File: config.mk
export PLATFORM = sky130hd
export DESIGN_NAME = traffic_light_monitor
export DESIGN_NICKNAME = d
export VERILOG_FILES = /design/src/rtl/traffic_light_monitor.sv
export SDC_FILE = /design/constraint.sdc
export NUM_CORES = 1
export LEC_CHECK = 0
export BUFFER_PORTS_ARGS = -buffer_cell sky130_fd_sc_hd__buf_2
export CAP_MARGIN = 0
export CELL_PAD_IN_SITES_DETAIL_PLACEMENT = 1
export CELL_PAD_IN_SITES_GLOBAL_PLACEMENT = 1
export CORE_MARGIN = 4
export CORE_UTILIZATION = 44
export CTS_CLUSTER_DIAMETER = 60
export DETAILED_ROUTE_END_ITERATION = 16
export PLACE_DENSITY = 0.87
export SLEW_MARGIN = 10
export SYNTH_ARGS = -nofsm -noshare
export SYNTH_HDL_FRONTEND = slang
export SYNTH_SLANG_ARGS = --single-unit
File: constraint.sdc
create_clock -name clk -period 2.9 [get_ports clk]
set_clock_uncertainty 0.05 [all_clocks]
set_input_delay 0.29 -clock clk [delete_from_list [all_inputs] [get_ports clk]]
set_output_delay 0.29 -clock clk [all_outputs]
set_load 0.005 [all_outputs]
File: src/rtl/traffic_light_monitor.sv
// Traffic light monitor: checks the red/amber/green lines from a controller
// against the RED -> RED_AMBER -> GREEN -> AMBER loop, enforces per-phase
// minimum and maximum dwell, and latches the first error cause.
module traffic_light_monitor #(
  parameter int MIN_DWELL = 2,
  parameter int MAX_DWELL = 10,
  parameter int CNT_W     = 8
) (
  input  logic             clk,
  input  logic             rst_n,
  input  logic             red,
  input  logic             amber,
  input  logic             green,
  input  logic             clr,
  output logic             locked,
  output logic [1:0]       phase,
  output logic             err,
  output logic [2:0]       err_code,
  output logic [CNT_W-1:0] seq_count
);

  typedef enum logic {SYNC = 1'b0, TRACK = 1'b1} state_t;

  localparam logic [2:0] E_NONE    = 3'd0;
  localparam logic [2:0] E_ILLEGAL = 3'd1;
  localparam logic [2:0] E_ORDER   = 3'd2;
  localparam logic [2:0] E_SHORT   = 3'd3;
  localparam logic [2:0] E_LONG    = 3'd4;

  state_t           state, state_nxt;
  logic [1:0]       phase_nxt;
  logic [CNT_W-1:0] dwell_cnt, dwell_nxt;
  logic             partial, partial_nxt;
  logic [2:0]       cause;
  logic             seq_inc;
  logic             pat_legal;
  logic [1:0]       pat_phase;

  // Saturating dwell increment so a very long legal phase cannot wrap.
  function automatic logic [CNT_W-1:0] sat_inc(input logic [CNT_W-1:0] v);
    return (v == {CNT_W{1'b1}}) ? v : v + 1'b1;
  endfunction

  // Decode the sampled lamp pattern into a phase index and a legality flag.
  always_comb begin
    pat_legal = 1'b1;
    pat_phase = 2'd0;
    case ({red, amber, green})
      3'b100:  pat_phase = 2'd0;
      3'b110:  pat_phase = 2'd1;
      3'b001:  pat_phase = 2'd2;
      3'b010:  pat_phase = 2'd3;
      default: pat_legal = 1'b0;
    endcase
  end

  // Next-state logic: sequence tracking, dwell checks and error cause.
  always_comb begin
    state_nxt   = state;
    phase_nxt   = phase;
    dwell_nxt   = dwell_cnt;
    partial_nxt = partial;
    cause       = E_NONE;
    seq_inc     = 1'b0;
    case (state)
      SYNC: begin
        if (!pat_legal) begin
          cause = E_ILLEGAL;
        end else begin
          state_nxt   = TRACK;
          phase_nxt   = pat_phase;
          dwell_nxt   = {{(CNT_W-1){1'b0}}, 1'b1};
          partial_nxt = 1'b1;
        end
      end
      TRACK: begin
        if (!pat_legal) begin
          cause = E_ILLEGAL;
        end else if (pat_phase == phase) begin
          if (dwell_cnt == CNT_W'(MAX_DWELL)) cause = E_LONG;
          else dwell_nxt = sat_inc(dwell_cnt);
        end else if (pat_phase == phase + 2'd1) begin
          // The phase seen at lock time started before we were watching,
          // so its length is unknown and it is exempt from the short check.
          if (!partial && dwell_cnt < CNT_W'(MIN_DWELL)) begin
            cause = E_SHORT;
          end else begin
            seq_inc     = (phase == 2'd3);
            phase_nxt   = pat_phase;
            dwell_nxt   = {{(CNT_W-1){1'b0}}, 1'b1};
            partial_nxt = 1'b0;
          end
        end else begin
          cause = E_ORDER;
        end
        // Any error drops lock; the erroring sample is not reused for resync.
        if (cause != E_NONE) begin
          state_nxt = SYNC;
          dwell_nxt = '0;
        end
      end
      default: state_nxt = SYNC;
    endcase
  end

  // Tracking state registers.
  always_ff @(posedge clk or negedge rst_n) begin
    if (!rst_n) begin
      state     <= SYNC;
      phase     <= 2'd0;
      dwell_cnt <= '0;
      partial   <= 1'b0;
      seq_count <= '0;
    end else begin
      state     <= state_nxt;
      phase     <= phase_nxt;
      dwell_cnt <= dwell_nxt;
      partial   <= partial_nxt;
      if (seq_inc) seq_count <= seq_count + 1'b1;
    end
  end

  // Sticky error: first cause is kept; a new error on a clr edge wins over clr.
  always_ff @(posedge clk or negedge rst_n) begin
    if (!rst_n) begin
      err      <= 1'b0;
      err_code <= E_NONE;
    end else if (cause != E_NONE) begin
      err <= 1'b1;
      if (!err || clr) err_code <= cause;
    end else if (clr) begin
      err      <= 1'b0;
      err_code <= E_NONE;
    end
  end

  assign locked = (state == TRACK);

endmodule

==> summary.md, run 1 <==
| Metric | Value |
|---|---|
| Max Buffers Root-to-Sink | `2` |
| Avg WL per Cell | `between 15 and 20 um` |
| Hold path endpoint | `phase[1]$_DFFE_PN0P_` |
| Sequential share of power | `roughly 29%` |
| Pint | `between 0.9 and 1 mW` |
| Via count | `1497` |
| Final period utilization | `slightly above 90%` |
| Fill count | `between 400 and 500` |
| Via density | `about 6` |
| CP arrival | `roughly 2.8 ns` |
| Worst hold path class | `input port to register` |
| Endpoint class of the critical path | `register` |
| Peak Freq | `roughly 370 MHz` |
| Post-synth EDFFs | `0` |
| Initial antenna violation count | `0` |
| Sw power | `around 0.7 mW` |
| Area Overhead vs Synth | `13.5%` |
| First-pass GRT wire length | `around 8000 um` |
| # diodes | `0` |
| Setup violators final | `0` |
| RSZ-0062 raised after global routing | `no` |
| Final wirelength | `roughly 4700 um` |
| Final hold vios | `0` |
| Grt ovf | `0` |
| Root Driver | `clkbuf_8` |
| Met3 wire len | `~130 um` |
| Netlist cell types | `56` |
| Max-cap violations | `0` |
| Hold wc startpoint | `red` |
| Metal1 wirelength | `slightly below 2000 um` |
| Part of the Yosys area used for sequential elements | `roughly 35%` |
| Slowest-stage cell, CP | `or4_4` |
| Setup CP Type | `register to register` |
| CORE AREA | `approximately 0.0037 mm2` |
| Final ANT Viol Nets | `0` |
| Placer Congestion | `between 0.7 and 0.8` |
| Hold depth | `2` |
| Clock power frac | `a little under a fifth` |
| Top Ports | `21` |
| Slew @ Worst Pin | `just over 0.7 ns` |
| Most frequent cells in the layout | `dfrtp_1 (24), buf_2 (20), nor2_1 (12), a21oi_1 (12)` |
| Worst r2r dst | `err_code[1]$_DFFE_PN0P_` |
| Largest net degree at the start of global routing | `25` |
| Die W | `between 70 and 80 um` |
| Switch share | `43.6%` |
| Mapped Area | `0.00170 mm2` |
| CTS Buf Count | `3` |
| Iter 0 DRT Violations | `70` |
| Final min period | `2.69 ns` |
| Initial Utilization | `46.0%` |
| DP HPWL | `around 3500 um` |
| Yosys warns | `0` |
| NumNets Final | `211` |
| Worst-path fanout max | `5` |
| Slowest Stage Delay on Critical Path | `around 0.57 ns` |
| Mapped Cells | `181` |
| Die height | `roughly 70 um` |
| Buffers added on ports | `20` |
| CP Data Required Time | `3.02 ns` |
| Relative slew margins | `52.8%` |
| WL met2 | `approximately 2500 um` |
| CTS tree | `done` |
| Reg2reg setup slack | `between 0.2 and 0.25 ns` |
| Layout cells sized above 1 | `about a fifth` |
| CTS sink cnt | `24` |
| Htree depth | `1` |
| Synth top area share | `35.4%` |
| Synth area leaders | `dfrtp_1 (35%), a21oi_1 (3.5%), xnor2_1 (3.1%)` |
| Residual DRC count | `0` |
| Flops & latches, synth | `24` |
| Gr usage total | `between 10% and 20%` |
| Reg2reg path depth | `6` |
| Setup TNS | `0 ns` |
| Mean post-synth cell area | `9.37 um2` |
| Rows | `22` |
| Max IR drop VDD | `approximately 0.43 mV` |
| Startpoint Class | `register` |
| Vias in the first global route | `~1600` |
| Final-report max-slew violation count | `0` |
| Most common cell after layout, fill and taps aside | `dfrtp_1` |
| Top sig layer | `met4` |
| Syn nets | `around 190` |
| CTS clk-pin slew, worst paths | `0.09 ns` |
| Status | `complete, no violations` |
| Leading area contributor after synthesis | `dfrtp_1` |
| Async set or reset register ratio after synthesis | `between 90% and 100%` |
| CP cell instances | `or4_4 -> or3_2 -> a31oi_1 -> nor2_1 -> a21oi_2 -> mux2_1` |
| Min Hold Slack | `between 0.2 and 0.3 ns` |
| Worst-Skew Late Latency | `~0.28 ns` |
| Pwr/cell area | `between 800 and 900 mW/mm2` |
| Comb pwr share | `51.8%` |
| DRT Pass-1 Iters | `4` |
| FF-to-FF Start | `dwell_cnt[6]$_DFFE_PN0P_` |
| LEAKAGE | `~0.87 nW` |
| Die area | `0.00491 mm2` |
| Ys flop type | `dfrtp_1` |
| Post-CTS Repair Setup Buffers | `0` |
[sequential cells by signal (all words and copies together) (netlist names)]
name / cells
seq_count: 8
locked: 1
err_code: 3
partial: 1
phase: 2
err: 1
dwell_cnt: 8
[Yosys cell counts (all sizes together), types with 2 or more instances]
| cell | instances |
|---|---|
| inv | 10 |
| and2 | 2 |
| a2111oi | 2 |
| mux2i | 2 |
| a21oi | 13 |
| dfrtp | 24 |
| a211oi | 4 |
| o2111ai | 2 |
| nor2 | 12 |
| a31oi | 2 |
| clkbuf | 5 |
| a21o | 2 |
| nand2 | 8 |
| or3 | 4 |
| o21ai | 11 |
| nand3 | 8 |
| a41oi | 2 |
| mux2 | 4 |
| nor3b | 3 |
| nor3 | 6 |
| nand2b | 3 |
| o31ai | 2 |
| ha | 4 |
| and3 | 6 |
| and3b | 3 |
| nor2b | 5 |
| a221oi | 3 |
| buf | 4 |
| xnor2 | 6 |
| xor2 | 6 |
[timing repair]
action,4_1_cts,5_1_grt
hold endpoints to repair,24,0
resized for setup,0,1
endpoints found under the setup margin,0,1
hold buffers,1,0
[per-stage QoR]
stage | setup slack, ns | util, % | area [um2] | cells | total power, mW
after detailed placement | 0.215 | 49.7 | 1830 | 243 | 1.28
after global placement | 0.348 | 49.7 | 1830 | 243 | 1.22
after CTS | 0.204 | 51.9 | 1910 | 248 | 1.59
final | 0.212 | 52.2 | 1930 | 248 | 1.61
after floorplan | 0.451 | - | 1700 | 181 | 1.05
after global routing | 0.131 | 52.2 | 1930 | 248 | 1.72
[power by group through the flow]
stage | clock (mW) | sequential [mW] | combinational [mW]
4_1_cts | 0.307 | 0.471 | 0.811
3_5_place_dp | 0 | 0.477 | 0.798
6_report | 0.304 | 0.470 | 0.833
5_1_grt | 0.327 | 0.484 | 0.912
3_3_place_gp | 0 | 0.471 | 0.751
2_1_floorplan | 0 | 0.465 | 0.588
[critical path, delay by kind of cell (launching register included)]
family / cells / cell delay [ns]
multiplexers: 1 / 0.35
flip-flops: 1 / 0.43
AND/OR/NAND/NOR: 3 / 1.17
AO/OA/AOI/OAI: 2 / 0.59
[cell families after synthesis]
logic type,share of synthesized area [%]
AOI/OAI and AO/OA,25.4
xor gates and xnor gates,6.19
adders and majority gates,2.95
buffers and inverters,5.02
DFF,35.4
muxes,3.83
and+or+nand+nor,21.2
[routing by layer]
| layer | up-vias | track usage, % |
|---|---|---|
| met5 | - | 0 |
| met4 | 0 | 6.38 |
| met3 | 8 | 2.59 |
| met2 | 25 | 36.1 |
| met1 | 759 | 24.0 |
| li1 | 705 | - |
[final cells by class]
| cell class | instances | area, um2 | area share (%) |
|---|---|---|---|
| multi-input cells | 138 | 1020 | 53.2 |
| flip-flops and latches | 24 | 601 | 31.2 |
| repair buffers | 24 | 133 | 6.89 |
| well taps | 48 | 60.1 | 3.12 |
| clock buffers | 3 | 41.3 | 2.14 |
| inverters | 10 | 37.5 | 1.95 |
| clock inverters | 1 | 30.0 | 1.56 |
[worst max-delay path by stage]
stage / startpoint / end / cells past startpoint
after floorplan: dwell_cnt[6]$_DFFE_PN0P_ / dwell_cnt[1]$_DFFE_PN0P_ / 7
after global placement: dwell_cnt[6]$_DFFE_PN0P_ / dwell_cnt[1]$_DFFE_PN0P_ / 6
after detailed placement: green / dwell_cnt[1]$_DFFE_PN0P_ / 7
after CTS: phase[0]$_DFFE_PN0P_ / dwell_cnt[1]$_DFFE_PN0P_ / 7
after global routing: dwell_cnt[6]$_DFFE_PN0P_ / dwell_cnt[1]$_DFFE_PN0P_ / 6
final: dwell_cnt[6]$_DFFE_PN0P_ / err_code[1]$_DFFE_PN0P_ / 6
No activity file was read; power rests on OpenSTA's default activity.
==> run 2, diff against run 1 <==
- clock period: 2.9 -> 2.5 ns (I/O delays scaled with it)
==> summary.md, run 2 (synthesis results as in run 1) <==
| Metric | Value |
|---|---|
| Status | `complete, but fails checks` |
| Failing checks | `setup timing` |
| Residual DRC count | `0` |
| Final ANT Viol Nets | `0` |
| Slowest Stage Delay on Critical Path | `~0.46 ns` |
| Finished Core Util | `58.9%` |
| CP cell instances | `ha_1 -> and3_1 -> and3_1 -> a31oi_1 -> buf_4 -> a221oi_4 -> buf_6 -> a211o_1 -> a32o_2` |
| Most frequent cells in the layout | `dfrtp_1 (24), buf_2 (20), buf_4 (19)` |
| Die W | `about 70 um` |
| Avg WL per Cell | `20.3 um` |
| Die height | `roughly 70 um` |
| Worst-Skew Late Latency | `roughly 0.27 ns` |
| CORE AREA | `0.00369 mm2` |
| Final worst slack | `-0.0502 ns` |
| CTS clk-pin slew, worst paths | `0.09 ns` |
| Area Overhead vs Synth | `27.9%` |
| CTS tree | `done` |
| Initial Utilization | `between 40% and 50%` |
| Crit-path leading delay family | `compound AO/OA/AOI/OAI gates` |
| CP arrival | `between 2 and 3 ns` |
| Largest net degree at the start of global routing | `25` |
| DP HPWL | `about 3700 um` |
| Buf/Inv on CP | `2` |
| RSZ-0062 raised after global routing | `yes` |
| Iter 0 DRT Violations | `between 80 and 90` |
| Final-report max-slew violation count | `0` |
| Final hold vios | `0` |
| Root Driver | `clkbuf_8` |
| Worst-path fanout max | `6` |
| CTS sink cnt | `24` |
| Max-cap violations | `0` |
| Buffers added on ports | `20` |
| Setup CP Type | `register to register` |
| Max Buffers Root-to-Sink | `2` |
| Via density | `about 6.0` |
| Slowest-stage cell, CP | `dfrtp_1` |
| NumNets Final | `roughly 230` |
| CP Data Required Time | `about 2.6 ns` |
| Most common cell after layout, fill and taps aside | `dfrtp_1` |
| CP most frequent cell | `and3_1` |
| Die area | `around 0.0049 mm2` |
| Endpoint class of the critical path | `register` |
| Top Ports | `21` |
| CTS Buf Count | `3` |
| LEAKAGE | `approximately 0.99 nW` |
| Post-DP Area | `~0.0020 mm2` |
| Biggest regs | `dwell_cnt (8), seq_count (8), err_code (3)` |
| Grt ovf | `0` |
| Peak Freq | `around 390 MHz` |
| Via count | `1600` |
| Initial antenna violation count | `0` |
| Layout cells sized above 1 | `approximately 33%` |
| Htree depth | `1` |
| Final min period | `about 2.6 ns` |
| Vias in the first global route | `~1700` |
| DRT Pass-1 Iters | `4` |
| Final period utilization | `102%` |
| Max IR drop VDD | `between 0.4 and 0.5 mV` |
| Slew @ Worst Pin | `around 0.81 ns` |
| Setup violators final | `3` |
| Startpoint Class | `register` |
| Relative slew margins | `45.8%` |
| Rows | `22` |
| Worst hold path class | `input port to register` |
| Final Cell Area | `between 0.002 and 0.0025 mm2` |
| First-pass GRT wire length | `around 8600 um` |
| # diodes | `0` |
| Final wirelength | `approximately 5400 um` |
| Placer Congestion | `between 0.8 and 0.9` |
| Gr usage total | `a little over a fifth` |
| Pwr/cell area | `roughly 970 mW/mm2` |
## run 2: metrics by stage
stage	power (mW)	setup WS, ns	setup TNS (ns)	instances	hold slack (ns)
6_report	2.12	-0.0502	-0.0713	266	0.255
5_1_grt	2.24	-0.149	-0.497	266	0.254
4_1_cts	2.03	0.00742	0	265	0.234
3_5_place_dp	1.61	-0.0632	-0.218	260	0.223
3_3_place_gp	1.54	0.0296	0	260	0.205
2_1_floorplan	1.22	0.0515	0	181	-0.0956
## run 2: timing repair
| item | CTS | global route |
|---|---|---|
| buffers inserted | 0 | 1 |
| setup endpoints to repair | 8 | 9 |
| pin swaps | 2 | 8 |
| gates resized for setup | 7 | 14 |
| endpoints found under the hold margin | 24 | 0 |
| hold buffers | 1 | 0 |
## run 2: metal layers
metal  up-vias  GRT usage [%]  part of all wire, %
met5         -              0                    0
met4         0           8.09                  2.6
met3        15           2.16                  2.9
met2        41           38.8                   52
met1       807           27.0                   43
li1        737              -                    -
## run 2: power by group
group | switching [mW] | internal, mW | leakage, nW
Combinational | 0.679 | 0.522 | 0.641
Sequential | 0.103 | 0.464 | 0.310
Clock | 0.133 | 0.214 | 0.0357
## run 2: worst paths after layout
kind                                            end  slack, ns  cells after the start                startpoint
max in group asynchronous   err_code[1]$_DFFE_PN0P_       1.60                      2                     rst_n
hold / removal                 phase[1]$_DFFE_PN0P_       0.26                      2                       red
setup / recovery           dwell_cnt[7]$_DFFE_PN0P_      -0.05                      9  dwell_cnt[0]$_DFFE_PN0P_
setup reg to reg           dwell_cnt[7]$_DFFE_PN0P_      -0.05                      9  dwell_cnt[0]$_DFFE_PN0P_
hold reg to reg            seq_count[6]$_DFFE_PN0P_       0.43                      1  seq_count[6]$_DFFE_PN0P_
min in group asynchronous  dwell_cnt[6]$_DFFE_PN0P_       0.44                      2                     rst_n
## run 2: worst register-to-register path: cells and delay by family (launching register included)
| family | cells | cell delay [ns] |
|---|---|---|
| flip-flops | 1 | 0.46 |
| AND/OR/NAND/NOR | 2 | 0.44 |
| AO/OA/AOI/OAI | 4 | 0.88 |
| adder cells (fa/ha/maj) | 1 | 0.27 |
| buffers and inverters | 2 | 0.35 |
## run 2: cell type report
cell class | instances | area, um2
clock inverter | 1 | 30.0
timing repair buffer | 42 | 284
multi-input combinational | 138 | 1120
fill | 421 | 1520
clock buffer | 3 | 41.3
sequential | 24 | 601
inverter | 10 | 37.5
tap | 48 | 60.1
==> run 3, diff against run 2 <==
- ABC_AREA: not set -> 1
- CORE_UTILIZATION: 44 -> 41
- PLACE_DENSITY: 0.87 -> 0.86
==> summary.md, run 3 <==
| Metric | Value |
|---|---|
| Gr usage total | `between 10% and 20%` |
| Syn nets | `between 200 and 250` |
| Layout cells sized above 1 | `between 10% and 20%` |
| Worst-Skew Late Latency | `around 0.31 ns` |
| Netlist cell types | `24` |
| Die height | `approximately 68 um` |
| Synth area leaders | `dfrtp_1 (41%), nand2_1 (14%), nand3_1 (8.8%)` |
| Via density | `4.91` |
| # diodes | `0` |
| NumNets Final | `~230` |
| Leading area contributor after synthesis | `dfrtp_1` |
| Avg WL per Cell | `13.3 um` |
| Yosys warns | `0` |
| Grt ovf | `0` |
| Worst hold path class | `input port to register` |
| Iter 0 DRT Violations | `between 50 and 60` |
| Final min period | `between 1.5 and 2 ns` |
| CTS clk-pin slew, worst paths | `around 0.13 ns` |
| Pwr/cell area | `701 mW/mm2` |
| Residual DRC count | `0` |
| Async set or reset register ratio after synthesis | `100%` |
| Initial antenna violation count | `0` |
| Max-cap violations | `0` |
| Slew @ Worst Pin | `0.563 ns` |
| Top Ports | `21` |
| CTS sink cnt | `24` |
| Initial Utilization | `43.3%` |
| Flops & latches, synth | `24` |
| Relative slew margins | `62.4%` |
| Most common cell in the netlist | `nand2_1` |
| Mapped Area | `between 0.001 and 0.0015 mm2` |
| Setup TNS | `0 ns` |
| RSZ-0062 raised after global routing | `no` |
| Pwr Total | `around 1.2 mW` |
| CTS Buf Count | `3` |
| Post-synth EDFFs | `0` |
| Final period utilization | `between 70 and 80%` |
| Max IR drop VDD | `~0.45 mV` |
| LEAKAGE | `around 0.9 nW` |
| Rows | `21` |
| CTS tree | `done` |
| Buffers added on ports | `20` |
| CORE AREA | `between 0.003 and 0.004 mm2` |
| Reg2reg setup slack | `0.52 ns` |
| First-pass GRT wire length | `6030 um` |
| Final ANT Viol Nets | `0` |
| Final wirelength | `3520 um` |
| Placer Congestion | `between 0.7 and 0.8` |
| Peak Freq | `approximately 510 MHz` |
| Vias in the first global route | `around 1300` |
| Cell count after placement | `259` |
| Mean post-synth cell area | `between 7 and 8 um2` |
| Setup violators final | `0` |
| Die area | `between 0.004 and 0.005 mm2` |
| Final hold vios | `0` |
| Htree depth | `1` |
| Biggest regs | `dwell_cnt (8), seq_count (8), err_code (3)` |
| Fin cells | `between 200 and 300` |
| Synth cell count leaders | `nand2_1 (55), nand3_1 (26), dfrtp_1 (24), inv_1 (24), nor2_1 (16)` |
| Die W | `between 60 and 70 um` |
| CP arrival | `between 2 and 2.5 ns` |
| Min Hold Slack | `about 0.22 ns` |
| Root Driver | `clkbuf_4` |
| Most frequent cells in the layout | `nand2_1 (55), nand3_1 (26), inv_1 (24), dfrtp_1 (24), buf_2 (20)` |
| Part of the Yosys area used for sequential elements | `just over 40%` |
| Setup CP Type | `register to register` |
| Most common cell after layout, fill and taps aside | `nand2_1` |
| Final-report max-slew violation count | `0` |
| DP HPWL | `~2800 um` |
| Max Buffers Root-to-Sink | `2` |
| Synth top area share | `a little over 40%` |
| Via count | `about 1300` |
| Worst-path fanout max | `8` |
| Area Overhead vs Synth | `13.5%` |
| Resize count post-CTS | `0` |
| DRT Pass-1 Iters | `4` |
| Finished Core Util | `about half` |
| Status | `complete, no violations` |
| Startpoint Class | `register` |
| Mapped Cells | `approximately 190` |
| Ys flop type | `dfrtp_1` |
| Largest net degree at the start of global routing | `25` |
| CP Data Required Time | `approximately 2.7 ns` |
| Endpoint class of the critical path | `register` |
-- run 3: worst paths after layout --
path                                               start  cells past startpoint                       end
worst min-delay path                               amber                      3      phase[0]$_DFFE_PN0P_
worst max-delay path                phase[0]$_DFFE_PN0P_                     11  seq_count[7]$_DFFE_PN0P_
min in group asynchronous                          rst_n                      2  dwell_cnt[3]$_DFFE_PN0P_
worst min register to register  dwell_cnt[6]$_DFFE_PN0P_                      2  dwell_cnt[6]$_DFFE_PN0P_
worst max register to register      phase[0]$_DFFE_PN0P_                     11  seq_count[7]$_DFFE_PN0P_
max in group asynchronous                          rst_n                      2  seq_count[5]$_DFFE_PN0P_
-- run 3: cells by family (layout without fill, tap and decap cells) --
kind of cell	Yosys count	in the layout	synth area share, %
adder cells (fa/ha/maj)	4	4	3.38
flip-flops	24	24	40.6
AO/OA/AOI/OAI	10	10	4.82
buffers and inverters	26	50	6.59
AND/OR/NAND/NOR	120	120	38.7
XOR/XNOR	10	10	5.92
-- run 3: metrics by stage --
stage,worst slack (ns),instance area (um2)
floorplan,0.736,1480
global placement,0.637,1630
detailed placement,0.570,1630
CTS,0.542,1680
global route,0.380,1680
finish,0.520,1680
-- run 3: what timing repair did --
action / CTS / global route
hold buffers: 1 / 0
endpoints found under the hold margin: 24 / 0
endpoints found under the setup margin: 0 / 0
buffers inserted: 0 / 0
-- run 3: worst max-delay path, stage by stage (launching register included) --
cell and delay, ns:
dfrtp_1 0.45, ha_1 0.33, inv_1 0.06, nand3_1 0.07
nand2_1 0.11, nand2_1 0.10, nor2_2 0.15, nand4_4 0.17
nor2_2 0.20, nand3_1 0.09, nand2_1 0.06, nand2_1 0.04
-- run 3: layout make-up --
cell class,instances,area (um2)
Inverter,25,93.8
Tap cell,46,57.6
Sequential cell,24,601
Multi-Input combinational cell,144,782
Clock buffer,4,36.3
Fill cell,457,1740
Timing Repair Buffer,21,110
-- run 3: layer usage --
layer | up-vias | track usage (%) | part of all wire [%]
li1 | 667 | - | -
met1 | 608 | 22.4 | 47
met2 | 16 | 28.0 | 49
met3 | 4 | 4.27 | 2.9
met4 | 0 | 3.47 | 0.88
met5 | - | 0 | 0
-- run 3: report_power, final --
group | switching (mW) | total [mW] | internal (mW)
sequential | 0.0676 | 0.514 | 0.447
clock | 0.114 | 0.203 | 0.0889
combinational | 0.304 | 0.462 | 0.158
